File: config.mk
export PLATFORM = sky130hd
export DESIGN_NAME = alu_arbiter_flat
export DESIGN_NICKNAME = d
export VERILOG_FILES = /design/src/rtl/alu_arbiter_if.sv /design/src/rtl/alu_arbiter.sv /design/src/flat_wrapper.sv
export SDC_FILE = /design/constraint.sdc
export NUM_CORES = 1
export LEC_CHECK = 0
export ABC_CLOCK_PERIOD_IN_PS = 2500
export CAP_MARGIN = 20
export CELL_PAD_IN_SITES_DETAIL_PLACEMENT = 0
export CELL_PAD_IN_SITES_GLOBAL_PLACEMENT = 1
export CORE_ASPECT_RATIO = 0.9
export CORE_UTILIZATION = 29
export CTS_BUF_LIST = sky130_fd_sc_hd__clkbuf_16
export DETAILED_ROUTE_END_ITERATION = 6
export PLACE_DENSITY = 0.89
export REMOVE_ABC_BUFFERS = 1
export SYNTH_ARGS = -nofsm -noshare
export SYNTH_HDL_FRONTEND = slang
export SYNTH_SLANG_ARGS = --single-unit
File: constraint.sdc
create_clock -name clk -period 2.5 [get_ports clk]
set_input_delay 0.625 -clock clk [delete_from_list [all_inputs] [get_ports clk]]
set_output_delay 0.625 -clock clk [all_outputs]
set_load 0.01 [all_outputs]
File: src/rtl/alu_arbiter_if.sv
// alu_arbiter_if: request, response and ALU-side signals of the shared-ALU arbiter.
// Latency: none; pure wiring bundle.
// Backpressure: carries per-port valid/ready; the arbiter side drives ready.
interface alu_arbiter_if #(
   parameter int WIDTH = 8,
   parameter int OPW   = 4
);
   logic             req0_valid;
   logic             req0_ready;
   logic [OPW-1:0]   req0_op;
   logic [WIDTH-1:0] req0_a;
   logic [WIDTH-1:0] req0_b;

   logic             req1_valid;
   logic             req1_ready;
   logic [OPW-1:0]   req1_op;
   logic [WIDTH-1:0] req1_a;
   logic [WIDTH-1:0] req1_b;

   logic             rsp0_valid;
   logic             rsp1_valid;
   logic [WIDTH-1:0] rsp_result;
   logic             rsp_carry;
   logic             rsp_zero;

   logic [OPW-1:0]   alu_op;
   logic [WIDTH-1:0] alu_a;
   logic [WIDTH-1:0] alu_b;
   logic [WIDTH-1:0] alu_result;
   logic             alu_carry;

   logic             busy;
   logic             last_grant;

   // Arbiter side.
   modport slave (
      input  req0_valid, req0_op, req0_a, req0_b,
      input  req1_valid, req1_op, req1_a, req1_b,
      input  alu_result, alu_carry,
      output req0_ready, req1_ready,
      output rsp0_valid, rsp1_valid, rsp_result, rsp_carry, rsp_zero,
      output alu_op, alu_a, alu_b,
      output busy, last_grant
   );

   // Requester / ALU side.
   modport master (
      output req0_valid, req0_op, req0_a, req0_b,
      output req1_valid, req1_op, req1_a, req1_b,
      output alu_result, alu_carry,
      input  req0_ready, req1_ready,
      input  rsp0_valid, rsp1_valid, rsp_result, rsp_carry, rsp_zero,
      input  alu_op, alu_a, alu_b,
      input  busy, last_grant
   );
endinterface

File: src/rtl/alu_arbiter.sv
// alu_arbiter: shares one ALU between the CPU core (port 0) and the host debug port (port 1).
// Latency: response strobe ALU_LAT+1 cycles after accept; next accept ALU_LAT+2 cycles after accept.
// Backpressure: ready only while IDLE; requests seen while busy are not queued.
// Build option: define ALU_ARB_FIXED_PRIO_EN so port 0 wins every tie (default is round-robin).
module alu_arbiter #(
   parameter int WIDTH   = 8,
   parameter int OPW     = 4,
   parameter int ALU_LAT = 1
) (
   input  logic         clk,
   input  logic         rst,
   alu_arbiter_if.slave bus
);
   // Counter is 4 bits wide, enough for the supported latency range 1..15.
   localparam logic [3:0] LAT_LOAD = 4'(ALU_LAT);

   typedef enum logic [1:0] {
      IDLE = 2'd0,
      WAIT = 2'd1,
      RESP = 2'd2
   } state_t;

   state_t           state;
   state_t           state_nxt;
   logic [3:0]       cnt;
   logic [3:0]       cnt_nxt;
   logic             win0;
   logic             win1;
   logic             accept;
   logic             capture;
   logic             ready0;
   logic             ready1;

   logic [OPW-1:0]   alu_op_q;
   logic [WIDTH-1:0] alu_a_q;
   logic [WIDTH-1:0] alu_b_q;
   logic [WIDTH-1:0] result_q;
   logic             carry_q;
   logic             zero_q;
   logic             last_grant_q;

   // Select the port that would be granted if the arbiter were idle this cycle.
   always_comb begin
      win0 = 1'b0;
      win1 = 1'b0;
`ifdef ALU_ARB_FIXED_PRIO_EN
      win1 = bus.req1_valid & ~bus.req0_valid;
`else
      // On a tie, the port that did not win last time goes next.
      win1 = bus.req1_valid & (~bus.req0_valid | ~last_grant_q);
`endif
      win0 = bus.req0_valid & ~win1;
   end

   // Next-state, counter and handshake decode for the IDLE/WAIT/RESP sequence.
   always_comb begin
      state_nxt = state;
      cnt_nxt   = cnt;
      accept    = 1'b0;
      capture   = 1'b0;
      ready0    = 1'b0;
      ready1    = 1'b0;
      case (state)
         IDLE: begin
            ready0 = win0;
            ready1 = win1;
            if (win0 | win1) begin
               accept    = 1'b1;
               cnt_nxt   = LAT_LOAD;
               state_nxt = WAIT;
            end
         end
         WAIT: begin
            if (cnt == 4'd1) begin
               capture   = 1'b1;
               cnt_nxt   = 4'd0;
               state_nxt = RESP;
            end else begin
               cnt_nxt = cnt - 4'd1;
            end
         end
         RESP: begin
            state_nxt = IDLE;
         end
         default: begin
            state_nxt = IDLE;
            cnt_nxt   = 4'd0;
         end
      endcase
   end

   // State and latency counter registers.
   always_ff @(posedge clk or posedge rst) begin
      if (rst) begin
         state <= IDLE;
         cnt   <= 4'd0;
      end else begin
         state <= state_nxt;
         cnt   <= cnt_nxt;
      end
   end

   // Operand latch on accept and result/flag capture at the end of the ALU window.
   always_ff @(posedge clk or posedge rst) begin
      if (rst) begin
         alu_op_q     <= '0;
         alu_a_q      <= '0;
         alu_b_q      <= '0;
         last_grant_q <= 1'b1;
         result_q     <= '0;
         carry_q      <= 1'b0;
         zero_q       <= 1'b0;
      end else begin
         if (accept) begin
            alu_op_q     <= win1 ? bus.req1_op : bus.req0_op;
            alu_a_q      <= win1 ? bus.req1_a  : bus.req0_a;
            alu_b_q      <= win1 ? bus.req1_b  : bus.req0_b;
            last_grant_q <= win1;
         end
         if (capture) begin
            result_q <= bus.alu_result;
            carry_q  <= bus.alu_carry;
            zero_q   <= ~|bus.alu_result;
         end
      end
   end

   // Ready is masked by reset so it drops immediately while reset is held.
   assign bus.req0_ready = ready0 & ~rst;
   assign bus.req1_ready = ready1 & ~rst;
   assign bus.rsp0_valid = (state == RESP) & ~last_grant_q;
   assign bus.rsp1_valid = (state == RESP) &  last_grant_q;
   assign bus.rsp_result = result_q;
   assign bus.rsp_carry  = carry_q;
   assign bus.rsp_zero   = zero_q;
   assign bus.alu_op     = alu_op_q;
   assign bus.alu_a      = alu_a_q;
   assign bus.alu_b      = alu_b_q;
   assign bus.busy       = (state != IDLE);
   assign bus.last_grant = last_grant_q;
endmodule

File: src/flat_wrapper.sv
// flat-port wrapper written by rule: the top's interface ports become plain ports
module alu_arbiter_flat 
#(
   parameter int WIDTH   = 8,
   parameter int OPW     = 4,
   parameter int ALU_LAT = 1
)
  (clk, rst, bus_req0_valid, bus_req0_op, bus_req0_a, bus_req0_b, bus_req1_valid, bus_req1_op, bus_req1_a, bus_req1_b, bus_alu_result, bus_alu_carry, bus_req0_ready, bus_req1_ready, bus_rsp0_valid, bus_rsp1_valid, bus_rsp_result, bus_rsp_carry, bus_rsp_zero, bus_alu_op, bus_alu_a, bus_alu_b, bus_busy, bus_last_grant);
  alu_arbiter_if #(.WIDTH(WIDTH), .OPW(OPW)) bus_i ();
  input  logic clk;
  input  logic rst;
  input wire logic [$bits(bus_i.req0_valid)-1:0] bus_req0_valid;
  input wire logic [$bits(bus_i.req0_op)-1:0] bus_req0_op;
  input wire logic [$bits(bus_i.req0_a)-1:0] bus_req0_a;
  input wire logic [$bits(bus_i.req0_b)-1:0] bus_req0_b;
  input wire logic [$bits(bus_i.req1_valid)-1:0] bus_req1_valid;
  input wire logic [$bits(bus_i.req1_op)-1:0] bus_req1_op;
  input wire logic [$bits(bus_i.req1_a)-1:0] bus_req1_a;
  input wire logic [$bits(bus_i.req1_b)-1:0] bus_req1_b;
  input wire logic [$bits(bus_i.alu_result)-1:0] bus_alu_result;
  input wire logic [$bits(bus_i.alu_carry)-1:0] bus_alu_carry;
  output wire logic [$bits(bus_i.req0_ready)-1:0] bus_req0_ready;
  output wire logic [$bits(bus_i.req1_ready)-1:0] bus_req1_ready;
  output wire logic [$bits(bus_i.rsp0_valid)-1:0] bus_rsp0_valid;
  output wire logic [$bits(bus_i.rsp1_valid)-1:0] bus_rsp1_valid;
  output wire logic [$bits(bus_i.rsp_result)-1:0] bus_rsp_result;
  output wire logic [$bits(bus_i.rsp_carry)-1:0] bus_rsp_carry;
  output wire logic [$bits(bus_i.rsp_zero)-1:0] bus_rsp_zero;
  output wire logic [$bits(bus_i.alu_op)-1:0] bus_alu_op;
  output wire logic [$bits(bus_i.alu_a)-1:0] bus_alu_a;
  output wire logic [$bits(bus_i.alu_b)-1:0] bus_alu_b;
  output wire logic [$bits(bus_i.busy)-1:0] bus_busy;
  output wire logic [$bits(bus_i.last_grant)-1:0] bus_last_grant;
  assign bus_i.req0_valid = bus_req0_valid;
  assign bus_i.req0_op = bus_req0_op;
  assign bus_i.req0_a = bus_req0_a;
  assign bus_i.req0_b = bus_req0_b;
  assign bus_i.req1_valid = bus_req1_valid;
  assign bus_i.req1_op = bus_req1_op;
  assign bus_i.req1_a = bus_req1_a;
  assign bus_i.req1_b = bus_req1_b;
  assign bus_i.alu_result = bus_alu_result;
  assign bus_i.alu_carry = bus_alu_carry;
  assign bus_req0_ready = bus_i.req0_ready;
  assign bus_req1_ready = bus_i.req1_ready;
  assign bus_rsp0_valid = bus_i.rsp0_valid;
  assign bus_rsp1_valid = bus_i.rsp1_valid;
  assign bus_rsp_result = bus_i.rsp_result;
  assign bus_rsp_carry = bus_i.rsp_carry;
  assign bus_rsp_zero = bus_i.rsp_zero;
  assign bus_alu_op = bus_i.alu_op;
  assign bus_alu_a = bus_i.alu_a;
  assign bus_alu_b = bus_i.alu_b;
  assign bus_busy = bus_i.busy;
  assign bus_last_grant = bus_i.last_grant;
  alu_arbiter #(.WIDTH(WIDTH), .OPW(OPW), .ALU_LAT(ALU_LAT)) u_core (.clk(clk), .rst(rst), .bus(bus_i));
endmodule
======== Word-level counts from Yosys, hierarchy flattened ========
Cells that the tools add are included.
word-level totals
  register bits ........................... 37
  output and inout bits ................... 36
  word-level logic and storage cells ...... 49
operators by class
  add/sub/neg operators ................... 1
  equal/unequal tests ..................... 5
  multiplexer cells ....................... 15
  bitwise logic cells ..................... 13
  reduce and logical (&&, ||, !) cells .... 6
operator list
  cell                 count
  $mux 8               2
  $mux 4               3
  $pmux 4 s3           1
  $reduce_or 8->1      1
  $and 1x1->1          6
  $mux 1               6
  $not 1->1            5
  $eq 4x1->1 const B   1
  $mux 2               2
  $ne 2x1->1 const B   2
  $pmux 2 s2           1
  $reduce_and 2->1     2
  $sub 4x1->4 const B  1
  $eq 2x1->1 const B   1
  $eq 2x2->1 const B   1
  $logic_not 2->1      1
  $or 1x1->1           2
  $reduce_bool 2->1    1
  $logic_not 1->1      1

======== Depth between registers and ports, before layout ========
  word-level depth ........................ 8
  gate-level depth with buffers ........... 6

======== Least setup slack after synthesis ========
OpenSTA, ideal clock, no wires.
  path type ............................... input -> output
  from .................................... input port rst
  to ...................................... output port bus_req0_ready
  arrival time ............................ 1.791 ns
  required time ........................... 1.875 ns
  setup slack ............................. 0.084 ns
  stages on the path ...................... 2
  cell sequence ........................... inv_1 -> and4_1
on the way
  word-level cells in the longest chain between the ends .. 2
RTL lines
  item         RTL line            source
  from (decl)  flat_wrapper.sv:11  input logic rst;
  $not 1->1    alu_arbiter.sv:129  assign bus.req0_ready = ready0 & ~rst;
  $and 1x1->1  alu_arbiter.sv:129
  to (decl)    flat_wrapper.sv:22  output wire logic [$bits(bus_i.req0_ready)-1:0] bus_req0_ready;
Every way passes these cells.

======== Worst setup path in the final report ========
  from .................................... input port bus_req1_valid
  to ...................................... output port bus_req0_ready
on the way
  word-level cells in the longest chain between the ends .. 5
RTL lines
  item         RTL line            source
  from (decl)  flat_wrapper.sv:16  input wire logic [$bits(bus_i.req1_valid)-1:0] bus_req1_valid;
  $and 1x1->1  alu_arbiter.sv:50   win1 = bus.req1_valid & (~bus.req0_valid | ~last_grant_q);
  $not 1->1    alu_arbiter.sv:52   win0 = bus.req0_valid & ~win1;
  $and 1x1->1  alu_arbiter.sv:52
  $mux 1       alu_arbiter.sv:63   case (state)
  $and 1x1->1  alu_arbiter.sv:129
Every way passes these cells.

==> out/metrics.yaml <==
status: "finished with violations"
violations: "DRC"
layout-drive-gt1-share_pct: 12.00
hold_violations: 0
path_class: "in2out"
ys_warn_count: 0
syn_to_final_growth_pct: 64.22
num_vias: 1689
power.leakage_nw: 1.276
pin_count: 89
synthTopCellsByArea: "dfrtp_1, nand2_1, a31oi_1"
crit_path_start_kind: "input port"
synth_top_cell_by_area: "dfrtp_1"
rsz0062_at_grt: "false"
yosysSeqAreaShare_pct: 52.40
synthTopCellsByCount: "nand2_1, dfrtp_1, a21oi_1"
synth_top_family_by_area: "compound AO/OA/AOI/OAI gates"
die_x_um: 84.33
synthFlopType: "dfrtp_1"
drt_iter0_markers: 66
synth.area.mux_share_pct: 7.426
start_util_pct: 30.55
power_frac_comb_pct: 49.8
p_clk_share_pct: 17.5
internal_power_mw: 2.192
clock_latency_ns: 0.28
numCtsBuffers: 5
grt_first_pass_wirelength_um: 8521
die_area_um2: 6418
clock-sinks: 37
synth_fa_ha_area_share_pct: 1.414
drv_slew: 0
cp.arrival_ns: 1.84
grt_max_degree: 38
cts_tree: "yes"
clkSlewWorstSetupHoldPaths_ns: 0.05
ir_drop_mv: 0.4206
cts_setup_buffers: 0
ys_types: 37
yosysTopAreaCellShare_pct: 50.92
period_needed_ns: 2.464
place_congestion: 0.7848
power_switching_mw: 1.134
ant_nets: 0
ys_ff_latch: 37
slew_headroom_pct: 67.50
grt_overflow: 0
core_area_um2: 5791
h-tree-depth: 2
finalSetupViolCount: 0
final_net_count: 329
period_share_pct: 98.55
portBuffers: 88
synth-compound-area-share_pct: 17.33
grt_pass1_vias: 1768
ys_async_sr_fraction_pct: 100.0
drc: 7
dp_slack_ns: -0.2605
drv_cap: 0
dp_hpwl_um: 3693
worst_slew_pin_slew_ns: 0.4875
die_h_um: 76.10
whs_ns: 0.4882
synth.most_common_cell: "nand2_1"
vias_per_cell: 4.896
synth_area_per_cell_um2: 9.884
skew_ns: 0.003860
p_per_area_nw_per_um2: 1145
pwr-share-seq_pct: 32.7
cp_max_fo: 4
required_ns: 1.88
synth_cells: 179
synth.cell_area_um2: 1769
crit_path_end_kind: "primary output"
finalWorstSetupSlack_ns: 0.03624
rows: 26
fmax_mhz: 405.9
routed_wl_um: 5074
switching_share_pct: 34.10
synth_xor_area_share_pct: 0
wl_per_cell_um: 14.71
synthSimpleGateAreaFrac_pct: 17.04
hold_path_class: "reg2reg"
clock_path_buffers: 2
track_usage_pct: 16.69
cts_root_buf: "clkbuf_16"
antennaDiodeCount: 0
synth_edf_count: 0
firstDrtPassIters: 7
grt_antenna_before_repair: 0
cts.hold.buffers_added: 0
-- cell families after synthesis --
family / count (synthesis)
AND/OR/NAND/NOR: 63
AO/OA/AOI/OAI: 51
adder cells (fa/ha/maj): 2
flip-flops: 37
multiplexers: 9
buffers and inverters: 17
-- critical path, cell delays in order --
cell	delay [ns]
clkdlybuf4s50_1	0.49
a21bo_4	0.25
and4_1	0.19
dlygate4sd2_1	0.28
-- repair_timing --
action,CTS,global route
resized for setup,2,4
setup endpoints to repair,2,2
pin swaps,0,0
-- registers in the layout, indices dropped and copies added, names as in the netlist --
signal and count:
u_core.bus.last_grant 1, u_core.bus.alu_op 4, u_core.bus.rsp_result 8, u_core.bus.alu_b 8
u_core.state 2, u_core.bus.rsp_carry 1, u_core.bus.alu_a 8, u_core.bus.rsp_zero 1
u_core.cnt 4
-- area by class of cell --
type | instances | area, µm²
fill | 553 | 2885
timing repair buffer | 99 | 957.2
sequential | 37 | 927.1
multi-input combinational | 125 | 774.5
clock buffer | 5 | 125.1
tap | 70 | 87.58
inverter | 6 | 22.52
clock inverter | 3 | 11.26
-- layer usage --
metal  share of wire [%]  GRT usage [%]
met1                  43          19.81
met2                  45          27.70
met3                  10          6.392
met4                 1.7          5.763
met5                   0              0
-- stage by stage --
stage	std cells	power, mW	cell area [µm²]	setup TNS, ns	util, %
6_report	345	3.326	2905	0	50.17
5_1_grt	345	3.554	2905	0	50.17
4_1_cts	345	3.360	2903	0	50.13
3_5_place_dp	337	2.760	2769	-0.4303	47.82
3_3_place_gp	337	2.727	2769	-0.3965	47.82
2_1_floorplan	168	1.883	1714	0	-
-- cell usage in the layout (no fill, tap or decap), drive strengths merged, types with 2 or more instances in the layout --
cell type and count:
clkdlybuf4s50 86, nand2 42, dfrtp 36, a21oi 22, a31oi 21, buf 11, inv 9, mux2 9
clkbuf 6, nor4 3, and4 2, nor3 2, nand2b 2, ha 2, nor2 2, or2 2
nor3b 2
-- path summary, 6_finish.rpt --
kind                            cells past startpoint                 from               endpoint  slack (ns)
worst max register to register                      5      u_core.state[0]    u_core.bus.alu_b[0]        0.63
worst min-delay path                                1  u_core.bus.rsp_zero    u_core.bus.rsp_zero        0.49
max in group asynchronous                           3                  rst  u_core.bus.last_grant        1.25
min in group asynchronous                           3                  rst    u_core.bus.alu_a[4]        0.89
worst max-delay path                                4       bus_req1_valid         bus_req0_ready        0.04
worst min register to register                      1  u_core.bus.rsp_zero    u_core.bus.rsp_zero        0.49
-- power groups by stage --
stage	registers (mW)	logic (mW)	clock network [mW]
2_1_floorplan	1.18	0.698	0
4_1_cts	1.08	1.67	0.604
3_3_place_gp	1.08	1.64	0
5_1_grt	1.13	1.80	0.624
3_5_place_dp	1.09	1.67	0
6_report	1.09	1.66	0.583
No activity file was read; power rests on OpenSTA's default activity.
